**src/rtl/div_seq_param.sv**
```systemverilog
// Parametrised multi-cycle restoring divider with a busy/done handshake.
// It also flags divide-by-zero and has a per-operation signed mode.
// One operation is in flight at a time. A result takes W+1 edges from the ld edge.
module div_seq_param #(
  parameter int unsigned W  = 8,
  parameter int unsigned CW = $clog2(W + 1)
) (
  input  logic         clk,
  input  logic         rst,
  input  logic         ld,
  input  logic         sgn,
  input  logic [W-1:0] a,
  input  logic [W-1:0] b,
  output logic [W-1:0] y,
  output logic [W-1:0] r,
  output logic         busy,
  output logic         done,
  output logic         dz
);

  typedef enum logic [0:0] {StIdle, StCalc} state_e;

  state_e         state_q, state_d;
  logic [W:0]     rem_q, rem_d;     // partial remainder, one spare bit
  logic [W-1:0]   dvd_q, dvd_d;     // dividend magnitude, shifts into quotient
  logic [W-1:0]   dvs_q, dvs_d;     // divisor magnitude
  logic [CW-1:0]  cnt_q, cnt_d;
  logic           qneg_q, qneg_d;
  logic           rneg_q, rneg_d;
  logic [W-1:0]   y_q, y_d;
  logic [W-1:0]   r_q, r_d;
  logic           done_q, done_d;
  logic           dz_q, dz_d;

  // Datapath for one restoring step plus the operand magnitudes.
  logic [W+1:0]   shifted;
  logic [W+1:0]   trial;
  logic           trial_neg;
  logic [W:0]     rem_next;
  logic [W-1:0]   q_next;
  logic [W-1:0]   q_fin;
  logic [W-1:0]   r_fin;
  logic [W-1:0]   a_mag;
  logic [W-1:0]   b_mag;

  // Single restoring iteration and final sign correction
  always_comb begin
    shifted   = {rem_q, dvd_q[W-1]};
    trial     = shifted - {2'b00, dvs_q};
    trial_neg = trial[W+1];
    rem_next  = trial_neg ? shifted[W:0] : trial[W:0];
    q_next    = {dvd_q[W-2:0], ~trial_neg};
    q_fin     = qneg_q ? (~q_next + W'(1)) : q_next;
    r_fin     = rneg_q ? (~rem_next[W-1:0] + W'(1)) : rem_next[W-1:0];
    // Most-negative maps to 2^(W-1), which still fits W bits unsigned.
    a_mag     = (sgn && a[W-1]) ? (~a + W'(1)) : a;
    b_mag     = (sgn && b[W-1]) ? (~b + W'(1)) : b;
  end

  // Next-state logic: load/zero-divisor handling in idle, iteration in calc
  always_comb begin
    state_d = state_q;
    rem_d   = rem_q;
    dvd_d   = dvd_q;
    dvs_d   = dvs_q;
    cnt_d   = cnt_q;
    qneg_d  = qneg_q;
    rneg_d  = rneg_q;
    y_d     = y_q;
    r_d     = r_q;
    done_d  = 1'b0;
    dz_d    = dz_q;

    unique case (state_q)
      StIdle: begin
        if (ld) begin
          if (b == '0) begin
            // Resolved at the load edge; no iteration.
            y_d    = '1;
            r_d    = a;
            dz_d   = 1'b1;
            done_d = 1'b1;
          end else begin
            dvd_d   = a_mag;
            dvs_d   = b_mag;
            rem_d   = '0;
            qneg_d  = sgn & (a[W-1] ^ b[W-1]);
            rneg_d  = sgn & a[W-1];
            cnt_d   = CW'(W);
            dz_d    = 1'b0;
            state_d = StCalc;
          end
        end
      end
      StCalc: begin
        rem_d = rem_next;
        dvd_d = q_next;
        cnt_d = cnt_q - CW'(1);
        if (cnt_q == CW'(1)) begin
          y_d     = q_fin;
          r_d     = r_fin;
          done_d  = 1'b1;
          state_d = StIdle;
        end
      end
      default: state_d = StIdle;
    endcase
  end

  // State and result registers, cleared asynchronously
  always_ff @(posedge clk or negedge rst) begin
    if (!rst) begin
      state_q <= StIdle;
      rem_q   <= '0;
      dvd_q   <= '0;
      dvs_q   <= '0;
      cnt_q   <= '0;
      qneg_q  <= 1'b0;
      rneg_q  <= 1'b0;
      y_q     <= '0;
      r_q     <= '0;
      done_q  <= 1'b0;
      dz_q    <= 1'b0;
    end else begin
      state_q <= state_d;
      rem_q   <= rem_d;
      dvd_q   <= dvd_d;
      dvs_q   <= dvs_d;
      cnt_q   <= cnt_d;
      qneg_q  <= qneg_d;
      rneg_q  <= rneg_d;
      y_q     <= y_d;
      r_q     <= r_d;
      done_q  <= done_d;
      dz_q    <= dz_d;
    end
  end

  assign y    = y_q;
  assign r    = r_q;
  assign busy = (state_q == StCalc);
  assign done = done_q;
  assign dz   = dz_q;

endmodule

```
**config.mk**
```make
export PLATFORM = sky130hd
export DESIGN_NAME = div_seq_param
export DESIGN_NICKNAME = d
export VERILOG_FILES = /design/src/rtl/div_seq_param.sv
export SDC_FILE = /design/constraint.sdc
export NUM_CORES = 1
export LEC_CHECK = 0
export BUFFER_PORTS_ARGS = -buffer_cell sky130_fd_sc_hd__buf_2
export CORE_MARGIN = 5
export CORE_UTILIZATION = 43
export CTS_BUF_LIST = sky130_fd_sc_hd__clkbuf_4
export DETAILED_ROUTE_END_ITERATION = 8
export PLACE_DENSITY = 0.66
export SETUP_SLACK_MARGIN = 0.1
export SKIP_CTS_REPAIR_TIMING = 1
export SYNTH_ARGS = -nofsm -noshare
export SYNTH_HDL_FRONTEND = slang
export SYNTH_SLANG_ARGS = --single-unit
```
**constraint.sdc**
```tcl
create_clock -name clk -period 3.95 [get_ports clk]
set_input_delay 0.5925 -clock clk [delete_from_list [all_inputs] [get_ports clk]]
set_output_delay 0.5925 -clock clk [all_outputs]
set_load 0.03 [all_outputs]
```
==> metrics <==
outcome complete, no violations; final routed wire length divided by cell count 15.5 um; critical register-to-register path startpoint rem_q[3]; arrival time of data at the critical path endpoint 3.64 ns; share of the clock period used by the worst path 0.843; Num CTS Buffers 5; first-pass GRT wire length 13,800 um; detailed-routing iteration count for the pre-antenna-repair pass 4; vertical die dimension 96.1 um; post-layout min period 3.33 ns; gr usage total 0.190; number of design rule violations left after detail routing 0; share of final-layout standard cells stronger than drive strength 1 0.146; Post-Route Skew 0.0244 ns; # H-tree levels 2; ant diodes 0; fraction of the yosys area taken by sequential cells 0.392; mean instance size in the synthesized netlist 8.37 sq um; CP startpoint kind flip-flop; sum of net half-perimeters after detailed placement 6100 um; number of enable-type register cells in the synthesized netlist 0; CTS tree built; Achievable Freq 0.300 GHz; number of clock sinks seen by CTS 50; headroom to the max-slew limit 0.256; critical path capture point type flip-flop; synthesized net count 416; unrepaired setup endpoints after global routing false; area of the die 9240 sq um; aggregate negative setup slack 0 ns; post-synthesis to final-layout area growth 12.2%; remaining number of nets flagged by the antenna check after routing 0; initial antenna violation count 0; master cell of the clock root buffer clkbuf_4; number of setup violations in the final report 0; worst skew pair latency 0.37 ns; flip-flop and latch count after synthesis 50; M3 GR Usage 0.0453; DIE WIDTH 96.1 um; count of different cell masters after synthesis 51; synth top area cells dfrtp_1 39%, nand2_1 5.9%, ha_1 5.5%; Clock transition at path regs 0.16 ns; Yosys top cell by area dfrtp_1; global placement routability congestion 0.919; met2 capacity usage during global routing 0.269; remaining global-route overflow 0; Vias 2,809; buffers from clock root to sink, at most 2; final count of pins violating max slew 0; largest fanout on the critical path 12; Port Buf Inserts 38; worst r2r dst r[6]; gate count after technology mapping 381; top-level I/O count 39; pin count of the biggest net entering global routing 51; area of the mapped netlist 3190 sq um; Worst EP required 4.26 ns; busiest layer in global routing met1; net count reported at finish 453; Most used DFF post-synth dfrtp_1; final hold violation count 0; depth of the worst register-to-register path 13; met1 global-route usage 0.287; via/cell ratio 5.42; number of violations reported at the end of detailed-routing iteration 0 240; Row Count 31; share of Yosys cell area claimed by the top area cell type 0.392; FF-to-FF setup slack 0.62 ns; area of the core region 7250 sq um; CP Class reg -> reg; Synth warnings 0; worst hold-check path type in -> async; fraction of registers with async set/reset 1.00; transition time of the tightest slew-check pin 1.11 ns; sum of routed wire length over all layers 8020 um; number of global-route vias before repair 2,789; initial standard-cell utilization of the core 0.440; max-cap violations 0; leading cell types in the layout, fill and taps excluded 50 x nand2_1, 50 x dfrtp_1, 38 x buf_2, 36 x nor2_1, 34 x o21ai_0
worst max-delay path, cell delays in order, from the launching register on:
cell	delay, ns
dfrtp_1	0.46
ha_1	0.40
a21oi_1	0.21
o21ai_1	0.09
a221oi_2	0.24
xnor2_2	0.10
inv_1	0.34
mux2_2	0.41
ha_1	0.23
nand2_1	0.09
or3_1	0.10
nor3_1	0.05
or4_1	0.49
nand3_1	0.09
worst max-delay path by stage:
stage | from | endpoint | slack [ns] | cells after the start
after floorplan | rem_q[1] | r[6] | 0.91 | 14
after global placement | rem_q[1] | r[6] | 0.73 | 13
after detailed placement | rem_q[3] | r[6] | 0.64 | 13
after CTS | rem_q[3] | r[6] | 0.62 | 13
after global routing | rem_q[3] | r[6] | 0.34 | 13
final | rem_q[3] | r[6] | 0.62 | 13
Yosys cell counts, types with 2 or more instances:
| library cell | n |
|---|---|
| dfrtp_1 | 50 |
| nand2_1 | 50 |
| nor2_1 | 36 |
| o21ai_0 | 34 |
| a21oi_1 | 31 |
| inv_1 | 25 |
| xor2_1 | 15 |
| ha_1 | 14 |
| xnor2_1 | 14 |
| nand3_1 | 13 |
| clkbuf_1 | 12 |
| nor3_1 | 9 |
| or3_1 | 7 |
| a211oi_1 | 5 |
| a31oi_1 | 5 |
| o31ai_1 | 5 |
| mux2i_1 | 4 |
| nand3b_1 | 4 |
| o211ai_1 | 4 |
| a31o_2 | 3 |
| and3_1 | 3 |
| or4_1 | 3 |
| a21o_1 | 2 |
| and2_1 | 2 |
| nand4_1 | 2 |
| o21ai_1 | 2 |
| o22ai_1 | 2 |
| o41ai_1 | 2 |
layout make-up:
cell class,instances,area [sq um]
clock buffer,6,45.0
tap,99,124
fill,727,3670
timing repair buffer,44,235
multi-input combinational,291,1790
sequential,50,1250
inverter,26,97.6
clock inverter,2,37.5
state kept, by name, indices dropped and copies added (netlist names):
name,cells
rem_q,9
dvd_q,8
rneg_q,1
r,8
busy,1
y,8
qneg_q,1
done,1
dvs_q,8
dz,1
cnt_q,4
cell families (layout without fill, tap and decap cells):
group,after synthesis,count (layout),synth area share
mux,6,6,0.0208
simple gates,135,135,0.194
flops,50,50,0.392
xor+xnor,30,30,0.0847
fa+ha+maj,15,15,0.0612
buf+inv,40,78,0.0486
compound gates,105,105,0.199
through the flow:
step / hold WS [ns] / instance area (sq um) / worst slack [ns] / utilization / instances
2_1_floorplan: 0.297 / 3190 / 0.910 / - / 381
3_5_place_dp: 0.479 / 3500 / 0.642 / 0.482 / 510
6_report: 0.289 / 3580 / 0.621 / 0.494 / 518
3_3_place_gp: 0.459 / 3500 / 0.734 / 0.482 / 510
5_1_grt: 0.325 / 3580 / 0.345 / 0.494 / 518
4_1_cts: 0.320 / 3580 / 0.616 / 0.494 / 518
metal layers:
| metal | vias up | share of wire |
|---|---|---|
| met1 | 1303 | 0.49 |
| met5 | - | 0 |
| met3 | 8 | 0.064 |
| met4 | 0 | 0.013 |
| met2 | 87 | 0.43 |
| li1 | 1411 | - |
Power is not shown: default switching activity piles up to over one toggle a cycle in this logic, so the estimate is an artifact.
